<file path="config.mk">
export PLATFORM = sky130hd
export DESIGN_NAME = fetch_sequencer_flat
export DESIGN_NICKNAME = d
export VERILOG_FILES = /design/src/rtl/fetch_sequencer_if.sv /design/src/rtl/fetch_sequencer.sv /design/src/flat_wrapper.sv
export SDC_FILE = /design/constraint.sdc
export NUM_CORES = 1
export LEC_CHECK = 0
export CAP_MARGIN = 30
export CORE_UTILIZATION = 51
export DETAILED_ROUTE_END_ITERATION = 16
export PLACE_DENSITY_LB_ADDON = 0.1
export SLEW_MARGIN = 15
export SYNTH_ARGS = -nofsm -noshare
export SYNTH_HDL_FRONTEND = slang
export SYNTH_SLANG_ARGS = --single-unit
</file>
<file path="constraint.sdc">
create_clock -name clk -period 5.5 [get_ports clk]
set_input_delay 1.1 -clock clk [delete_from_list [all_inputs] [get_ports clk]]
set_output_delay 1.1 -clock clk [all_outputs]
set_load 0.03 [all_outputs]
</file>
<file path="src/rtl/fetch_sequencer_if.sv">
// Fetch sequencer bus: memory port, decode handshake, redirect, status and perf counters.
// master = fetch_sequencer side, slave = surrounding pipeline / memory side.
interface fetch_sequencer_if;
  logic        start;
  logic [7:0]  imem_addr;
  logic [15:0] imem_instr;
  logic        out_valid;
  logic        out_ready;
  logic [15:0] out_instr;
  logic [7:0]  out_pc;
  logic        redirect_valid;
  logic [7:0]  redirect_pc;
  logic        busy;
  logic        done;
  logic [15:0] fetch_cnt;
  logic [15:0] stall_cnt;

  modport master (
    input  start, imem_instr, out_ready, redirect_valid, redirect_pc,
    output imem_addr, out_valid, out_instr, out_pc, busy, done, fetch_cnt, stall_cnt
  );

  modport slave (
    output start, imem_instr, out_ready, redirect_valid, redirect_pc,
    input  imem_addr, out_valid, out_instr, out_pc, busy, done, fetch_cnt, stall_cnt
  );
endinterface

</file>
<file path="src/rtl/fetch_sequencer.sv">
// Instruction fetch controller: PC sequencing, 2-entry fetch queue, redirect flush.
// Optional perf counters are built only when FETCH_PERF_CNT_EN is defined.
module fetch_sequencer #(
  parameter logic [7:0] RESET_PC = 8'h00,
  parameter logic [7:0] PROG_END = 8'h34
) (
  input  logic               clk,
  input  logic               rst,
  fetch_sequencer_if.master  bus
);

  typedef enum logic [1:0] {S_IDLE, S_RUN, S_DRAIN, S_DONE} state_t;

  state_t      r_state, w_state_next;
  logic [7:0]  r_pc;
  logic [15:0] r_q_instr [2];
  logic [7:0]  r_q_pc    [2];
  logic [1:0]  r_cnt;
  logic [1:0]  w_cnt_next;
  logic        w_redirect, w_start, w_issue, w_push, w_pop, w_wr_idx;
  logic        w_busy, w_done;

  assign w_redirect = bus.redirect_valid && (r_state != S_IDLE);
  assign w_start    = bus.start && ((r_state == S_IDLE) || (r_state == S_DONE)) && !w_redirect;
  assign w_pop      = (r_cnt != 2'd0) && bus.out_ready;
  // The memory answers at the edge closing the issue cycle, so a redirect on that edge kills it.
  assign w_push     = w_issue && !w_redirect;
  assign w_wr_idx   = r_cnt[1] | (r_cnt[0] & !w_pop);
  assign w_cnt_next = (w_redirect || w_start) ? 2'd0
                    : r_cnt - {1'b0, w_pop} + {1'b0, w_push};

  always_ff @(posedge clk or posedge rst) begin
    if (rst) r_state <= S_IDLE;
    else     r_state <= w_state_next;
  end

  always_comb begin
    w_state_next = r_state;
    if (w_redirect || w_start) begin
      w_state_next = S_RUN;
    end else begin
      case (r_state)
        S_RUN:   if (w_issue && (r_pc == PROG_END)) w_state_next = S_DRAIN;
        S_DRAIN: if (w_cnt_next == 2'd0) w_state_next = S_DONE;
        default: w_state_next = r_state;
      endcase
    end
  end

  always_comb begin
    w_busy  = (r_state == S_RUN) || (r_state == S_DRAIN);
    w_done  = (r_state == S_DONE);
    w_issue = (r_state == S_RUN) && (r_cnt != 2'd2);
  end

  always_ff @(posedge clk or posedge rst) begin
    if (rst)             r_pc <= RESET_PC & 8'hFE;
    else if (w_redirect) r_pc <= bus.redirect_pc & 8'hFE;
    else if (w_start)    r_pc <= RESET_PC & 8'hFE;
    else if (w_issue)    r_pc <= r_pc + 8'd2;
  end

  // Head always sits in slot 0; a pop shifts slot 1 down, and a same-cycle push wins over the shift.
  always_ff @(posedge clk or posedge rst) begin
    if (rst) begin
      r_cnt <= '0;
      for (int unsigned i = 0; i < 2; i++) begin
        r_q_instr[i] <= '0;
        r_q_pc[i]    <= '0;
      end
    end else begin
      r_cnt <= w_cnt_next;
      if (!w_redirect && !w_start) begin
        if (w_pop) begin
          r_q_instr[0] <= r_q_instr[1];
          r_q_pc[0]    <= r_q_pc[1];
        end
        if (w_push) begin
          r_q_instr[w_wr_idx] <= bus.imem_instr;
          r_q_pc[w_wr_idx]    <= r_pc;
        end
      end
    end
  end

  assign bus.imem_addr = r_pc;
  assign bus.out_valid = (r_cnt != 2'd0);
  assign bus.out_instr = r_q_instr[0];
  assign bus.out_pc    = r_q_pc[0];
  assign bus.busy      = w_busy;
  assign bus.done      = w_done;

`ifdef FETCH_PERF_CNT_EN
  logic [15:0] r_fetch_cnt, r_stall_cnt;

  always_ff @(posedge clk or posedge rst) begin
    if (rst) begin
      r_fetch_cnt <= '0;
      r_stall_cnt <= '0;
    end else if (w_start) begin
      r_fetch_cnt <= '0;
      r_stall_cnt <= '0;
    end else begin
      if (w_pop && (r_fetch_cnt != '1)) r_fetch_cnt <= r_fetch_cnt + 16'd1;
      if (bus.out_valid && !bus.out_ready && (r_stall_cnt != '1))
        r_stall_cnt <= r_stall_cnt + 16'd1;
    end
  end

  assign bus.fetch_cnt = r_fetch_cnt;
  assign bus.stall_cnt = r_stall_cnt;
`else
  assign bus.fetch_cnt = '0;
  assign bus.stall_cnt = '0;
`endif

endmodule
</file>
<file path="src/flat_wrapper.sv">
// flat-port wrapper written by rule: the top's interface ports become plain ports
module fetch_sequencer_flat 
#(
  parameter logic [7:0] RESET_PC = 8'h00,
  parameter logic [7:0] PROG_END = 8'h34
)
  (clk, rst, bus_start, bus_imem_instr, bus_out_ready, bus_redirect_valid, bus_redirect_pc, bus_imem_addr, bus_out_valid, bus_out_instr, bus_out_pc, bus_busy, bus_done, bus_fetch_cnt, bus_stall_cnt);
  fetch_sequencer_if bus_i ();
  input  logic clk;
  input  logic rst;
  input wire logic [$bits(bus_i.start)-1:0] bus_start;
  input wire logic [$bits(bus_i.imem_instr)-1:0] bus_imem_instr;
  input wire logic [$bits(bus_i.out_ready)-1:0] bus_out_ready;
  input wire logic [$bits(bus_i.redirect_valid)-1:0] bus_redirect_valid;
  input wire logic [$bits(bus_i.redirect_pc)-1:0] bus_redirect_pc;
  output wire logic [$bits(bus_i.imem_addr)-1:0] bus_imem_addr;
  output wire logic [$bits(bus_i.out_valid)-1:0] bus_out_valid;
  output wire logic [$bits(bus_i.out_instr)-1:0] bus_out_instr;
  output wire logic [$bits(bus_i.out_pc)-1:0] bus_out_pc;
  output wire logic [$bits(bus_i.busy)-1:0] bus_busy;
  output wire logic [$bits(bus_i.done)-1:0] bus_done;
  output wire logic [$bits(bus_i.fetch_cnt)-1:0] bus_fetch_cnt;
  output wire logic [$bits(bus_i.stall_cnt)-1:0] bus_stall_cnt;
  assign bus_i.start = bus_start;
  assign bus_i.imem_instr = bus_imem_instr;
  assign bus_i.out_ready = bus_out_ready;
  assign bus_i.redirect_valid = bus_redirect_valid;
  assign bus_i.redirect_pc = bus_redirect_pc;
  assign bus_imem_addr = bus_i.imem_addr;
  assign bus_out_valid = bus_i.out_valid;
  assign bus_out_instr = bus_i.out_instr;
  assign bus_out_pc = bus_i.out_pc;
  assign bus_busy = bus_i.busy;
  assign bus_done = bus_i.done;
  assign bus_fetch_cnt = bus_i.fetch_cnt;
  assign bus_stall_cnt = bus_i.stall_cnt;
  fetch_sequencer #(.RESET_PC(RESET_PC), .PROG_END(PROG_END)) u_core (.clk(clk), .rst(rst), .bus(bus_i));
endmodule
</file>
# Word level (Yosys, flattened, before mapping)

Cells that the tools add are included.

Flip-flop bits (word level): 60
Input bits: 29
Output and inout port bits: 67
Logic and storage cells: 65

Bitwise operators: 3
Multiplexer cells: 20
Add/sub/neg operators: 3
Magnitude comparators: 2
Equal/unequal tests: 7
Reduce and logical (&&, ||, !) cells: 23

Operator list:

| kind                                                       | number |
|---|---|
| 2-to-1 mux 16 bit                                          | 4 |
| 2-to-1 mux 8 bit                                           | 6 |
| bitwise mux 32 bit                                         | 1 |
| 2-to-1 mux 32 bit                                          | 1 |
| bitwise mux 16 bit                                         | 1 |
| demux 16 bit (select 1 bit)                                | 1 |
| logical AND 1 bit                                          | 9 |
| adder 8 x 2 -> 8 bit, second input constant                | 1 |
| demux 8 bit (select 1 bit)                                 | 1 |
| equality test 8 x 6 -> 1 bit, second input constant        | 1 |
| 2-to-1 mux 2 bit                                           | 4 |
| inequality test 3 x 1 -> 1 bit, second input constant      | 2 |
| nonzero test 3 bit                                         | 2 |
| equality test 2 bit, second input constant                 | 2 |
| zero test 2 bit                                            | 2 |
| one-hot mux 2 bit (2 select lines)                         | 1 |
| nonzero test 2 bit                                         | 2 |
| zero test 1 bit                                            | 3 |
| logical OR 1 bit                                           | 3 |
| AND reduction 3 bit                                        | 1 |
| adder 2 x 1 -> 2 bit                                       | 1 |
| equality test 2 x 1 -> 1 bit, second input constant        | 1 |
| greater-or-equal comparator 2 bit, second input constant   | 1 |
| less-than comparator 2 x 1 -> 1 bit, second input constant | 1 |
| other kinds (6)                                            | 6 |

# Depth between registers and ports, before layout

Word-level depth: 12
Mapped depth: 10
Gate-level depth less buffers: 10

# Least setup slack after synthesis

Ideal clock, no wire load.

Path type: input -> register
Start point: input bus_out_ready
End point: register u_core.r_q_pc (netlist bit u_core.bus.out_pc[7])
Setup time: 0.136 ns
Data required time: 5.364 ns
Arrival time: 2.191 ns
Path slack: 3.172 ns
Stages: 7
Path buffers: 1
Path through: nand2_2 -> ha_1 -> nor3b_2 -> nand2_2 -> buf_4 -> mux2i_1 -> o21ai_0

Longest elaborated chain between the ends: 11
Elaborated cells between the ends (all ways): 14
Those cells by class: order compare (2); mux (6); bitwise (3); reduce/logical (3)

Ends and longest elaborated chain:

| item                                                                                                           | RTL line              | source |
|---|---|---|
| start, declared                                                                                                | flat_wrapper.sv:13    | `input wire logic [$bits(bus_i.out_ready)-1:0] bus_out_ready;` |
| logical AND 1 bit (*)                                                                                          | fetch_sequencer.sv:25 | `assign w_pop = (r_cnt != 2'd0) && bus.out_ready;` |
| zero test 1 bit                                                                                                | fetch_sequencer.sv:28 | `assign w_wr_idx = r_cnt[1] \| (r_cnt[0] & !w_pop);` |
| AND 1 bit                                                                                                      | fetch_sequencer.sv:28 |  |
| OR 1 bit                                                                                                       | fetch_sequencer.sv:28 |  |
| inverter 1 -> 2 bit (implied by the code)                                                                      | fetch_sequencer.sv:80 | `r_q_pc[w_wr_idx] <= r_pc;` |
| greater-or-equal comparator 2 bit (implied by the code) or less-than comparator 2 x 1 -> 1 bit (tied branches) | fetch_sequencer.sv:80 |  |
| logical AND 1 bit (implied by the code)                                                                        | fetch_sequencer.sv:80 |  |
| 2-to-1 mux 8 bit (implied by the code)                                                                         | fetch_sequencer.sv:80 |  |
| demux 8 bit (select 1 bit)                                                                                     | fetch_sequencer.sv:80 |  |
| bitwise mux 16 bit                                                                                             | fetch_sequencer.sv:80 |  |
| 2-to-1 mux 16 bit (*)                                                                                          | fetch_sequencer.sv:78 | `if (w_push) begin` |
| end signal, assigned by index                                                                                  | fetch_sequencer.sv:80 |  |
| end, declared                                                                                                  | fetch_sequencer.sv:17 | `logic [7:0] r_q_pc [2];` |

Mark *: on every way between the ends. The rest lies on a longest branch, timed or not. The select of a mux whose other input is x is not followed.
A chain may end at the register's enable or synchronous reset.

# Final worst setup path

Start point: input bus_redirect_valid
End point: register u_core.r_q_pc[1] (netlist bit)

Longest elaborated chain between the ends: 6
Elaborated cells between the ends (all ways): 7
Those cells by class: reduce/logical (7)

Ends and longest elaborated chain:

| item                                     | RTL line                                                            | source |
|---|---|---|
| start, declared                          | flat_wrapper.sv:14                                                  | `input wire logic [$bits(bus_i.redirect_valid)-1:0] bus_redirect_valid;` |
| logical AND 1 bit (*)                    | fetch_sequencer.sv:23                                               | `assign w_redirect = bus.redirect_valid && (r_state != S_IDLE);` |
| zero test 1 bit (*)                      | fetch_sequencer.sv:24, fetch_sequencer.sv:27, fetch_sequencer.sv:73 |  |
| logical AND 1 bit                        | fetch_sequencer.sv:24                                               | `assign w_start = bus.start && ((r_state == S_IDLE) \|\| (r_state == S_DONE)) && !w_redirect;` |
| zero test 1 bit                          | fetch_sequencer.sv:73                                               | `if (!w_redirect && !w_start) begin` |
| logical AND 1 bit                        | fetch_sequencer.sv:73                                               |  |
| AND reduction 2 bit (no source line) (*) | n/a                                                                 |  |

Mark *: on every way between the ends. The rest lies on a longest branch, timed or not.

==> metrics.txt <==
status completed; FF+latch count, synth 58; worst reg2reg setup slack between 3 and 4 ns; sequential area share after synthesis 0.445; share of cells above drive strength 1 0.130; FP Rows 28; CP Data Arrival Time 3.21 ns; Max Clock Skew 0.0123 ns; Starting DRT DRC Count 115; worst stage delay on the critical path about 0.56 ns; worst min path class flop to flop; Area Growth Syn to Fin 16.3%; Max FO, Critical Path 12; drt total wl 5770 um; Largest delay share family, worst path simple AND/OR/NAND/NOR gates; worst setup path endpoint u_core.r_q_pc[1]$_DFFE_PP0P_; dpl ws about 2.1 ns; Final TNS setup 0 ns; Yosys top cell area share 0.445; Final setup viols 0; Clk Tree Root Cell clkbuf_8; number of global-route vias before repair roughly 2k; worst rel slew slack 0.511; Placeable Area between 6000 and 7000 um2; kind of critical path primary input to flop; global-route wire length before repair between 9000 and 10,000 um; Fin Hold WS around 0.48 ns; DP Cell Count between 400 and 500; slew at the pin closest to its max-slew limit about 0.73 ns; pin count of the biggest net entering global routing 59; # Max-Cap Violations 0; number of diodes 0; Die Area between 6000 and 7000 um2; Startpoint Class primary input; initial antenna violation count 0; Post-CTS Setup Bufs 0; non-filler cells, final 422; reg-to-reg startpoint u_core.r_state[0]$_DFFE_PP0P_; H-tree levels 3; Mapped Cells roughly 310; Syn Area/Cell between 10 and 15 um2; hold_buf cts 0; post-synthesis cell type count 42; YS warnings 0; total grt overflow 0; Post-synth EDFFs 0; top post-synthesis cells by area dfrtp_1 45%, buf_4 14%, mux2_2 7.3%, mux2i_1 6.8%, o21ai_0 4.3%; Synth Cell Area ~3300 um2; remaining antenna violation count 0; power density over cell area 603 nW/um2; Slowest cell on crit path nor3_4; Die Ht 81.9 um; Req. time, crit path between 5 and 6 ns; Clock Tree Buf Depth 2; Die X-Extent about 80 um; final hold violations 0; CP cell instances clkdlybuf4s50_1 > nand2b_1 > nand2_4 > nor3_4 > buf_8 > mux2_2; Final Cell Area between 3000 and 4000 um2; Post-route DRC 0; # nets final 380; max-slew violation count 0; vias per cell slightly above 5; Reg clk slew, reported paths ~0.060 ns; vias around 2.2k; Crit. path cell count 6; Sinks on Clock Net 58; cell depth of the worst flop-to-flop path 7; post-route setup slack about 2.5 ns; final cycle utilization of the critical path 0.547; Static Leak 1.79 nW; starting density of the core 0.541; Async SR Flop Fraction 1.00; min Tclk post-route between 3 and 4 ns; Pre-Repair DR Iteration Count 4; RSZ-0062 raised after global routing false; Peak VDD IR 0.283 mV; GPL Wtd Cong 0.867; FMAX 332 MHz; worst-skew pair later-pin latency 0.33 ns; DR WL/cell between 10 and 15 um; CTS Buf Count 9; area leader, netlist dfrtp_1; worst path bufs/invs 2; CTS tree built; Primary FF master, synth dfrtp_1; Resize count post-CTS 0; Post-DP HPWL just under 4000 um; I/O Pins 96; reg2reg end u_core.r_q_pc[1]$_DFFE_PP0P_; Worst setup EP type flop; All-Layer GR Usage 0.190; Worst Setup SP bus_redirect_valid; Placed Area ~3600 um2; port buffer count 61
through the flow:
step,utilization,total power [W]
4_1_cts,0.629,0.00231
5_1_grt,0.629,0.00245
2_1_floorplan,-,0.00169
6_report,0.629,0.00228
3_3_place_gp,0.591,0.00186
3_5_place_dp,0.598,0.00192
layout by cell type, fill, tap and decap left out, drive strengths merged, types with 4 or more instances in the layout:
cell           instances
a21oi                 12
clkbuf                12
clkdlybuf4s50         61
conb                  33
dfrtp                 58
ha                     8
inv                    8
mux2                  23
mux2i                 22
nand2                 32
nand3                  4
nor2                   6
o21ai                 30
where the power goes:
| part | leakage [nW] | switching (W) | internal, W |
|---|---|---|---|
| logic | 0.974 | 0.000637 | 0.000513 |
| clock network | 0.0962 | 0.000160 | 0.000218 |
| registers | 0.723 | 0.000138 | 0.000619 |
| total | 1.79 | 0.000934 | 0.00135 |
tightest hold or removal path, delay by kind of cell, from the launching register on:
family             cells  cell delay [ns]
AOI/OAI and AO/OA      1             0.06
DFF                    1             0.34
and+or+nand+nor        1             0.05
routing by layer:
layer / wire length (um) / share of wire / vias up / track usage
met5: 0 / 0 / - / 0
met2: 2670 / 0.46 / 90 / 0.288
met1: 2700 / 0.47 / 1025 / 0.257
met4: 78 / 0.014 / 0 / 0.0912
li1: - / - / 1033 / -
met3: 316 / 0.055 / 8 / 0.0400
logic make-up (layout without fill, tap and decap cells):
kind of cell               Yosys count  after routing  share of synthesized area
DFF                                 58             58                      0.445
other                                1             33                    0.00115
and+or+nand+nor                     62             62                      0.101
xor gates and xnor gates             1              1                    0.00730
buffers and inverters               77             87                      0.172
AOI/OAI and AO/OA                   53             53                     0.0952
adders and majority gates            8              8                     0.0307
muxes                               45             45                      0.147
Yosys cell counts (2+ instances only):
cell type and number:
a21oi_1 12, a31oi_1 2, a32o_1 2, and2_1 2
and3_1 3, buf_4 60, buf_6 6, clkbuf_1 3
dfrtp_1 58, ha_1 8, inv_1 8, mux2_1 2
mux2_2 21, mux2i_1 22, nand2_1 29, nand2_2 2
nand2b_1 2, nand3_1 4, nand3b_1 3, nor2_1 6
o21ai_0 28, o21ai_1 2
final cells by class:
class | count | area [um2]
fillers | 522 | 2240
flip-flops and latches | 58 | 1450
multi-input cells | 202 | 1370
repair buffers | 64 | 661
clock buffers | 12 | 145
well taps | 75 | 93.8
clock inverters | 3 | 40.0
inverters | 8 | 30.0
state kept, by name (all words and copies together) (netlist names):
signal / cells
u_core.bus.out_pc: 8
u_core.r_q_instr: 16
u_core.r_state: 2
u_core.bus.imem_addr: 7
u_core.bus.out_instr: 16
u_core.r_cnt: 2
u_core.r_q_pc: 7
worst min-delay path by stage:
| stage | from | to | slack (ns) | cells after the start |
|---|---|---|---|---|
| after global placement | u_core.bus.out_instr[14]$_DFFE_PP0P_ | u_core.bus.out_instr[14]$_DFFE_PP0P_ | 0.46 | 2 |
| final | u_core.bus.out_pc[3]$_DFFE_PP0P_ | u_core.bus.out_pc[3]$_DFFE_PP0P_ | 0.48 | 2 |
| after detailed placement | u_core.bus.out_instr[2]$_DFFE_PP0P_ | u_core.bus.out_instr[2]$_DFFE_PP0P_ | 0.47 | 2 |
| after global routing | u_core.bus.out_instr[13]$_DFFE_PP0P_ | u_core.bus.out_instr[13]$_DFFE_PP0P_ | 0.51 | 2 |
| after CTS | u_core.bus.out_instr[2]$_DFFE_PP0P_ | u_core.bus.out_instr[2]$_DFFE_PP0P_ | 0.48 | 2 |
| after floorplan | u_core.bus.out_instr[10]$_DFFE_PP0P_ | u_core.bus.out_instr[10]$_DFFE_PP0P_ | 0.45 | 2 |
Power figures use the tool's default switching activity.
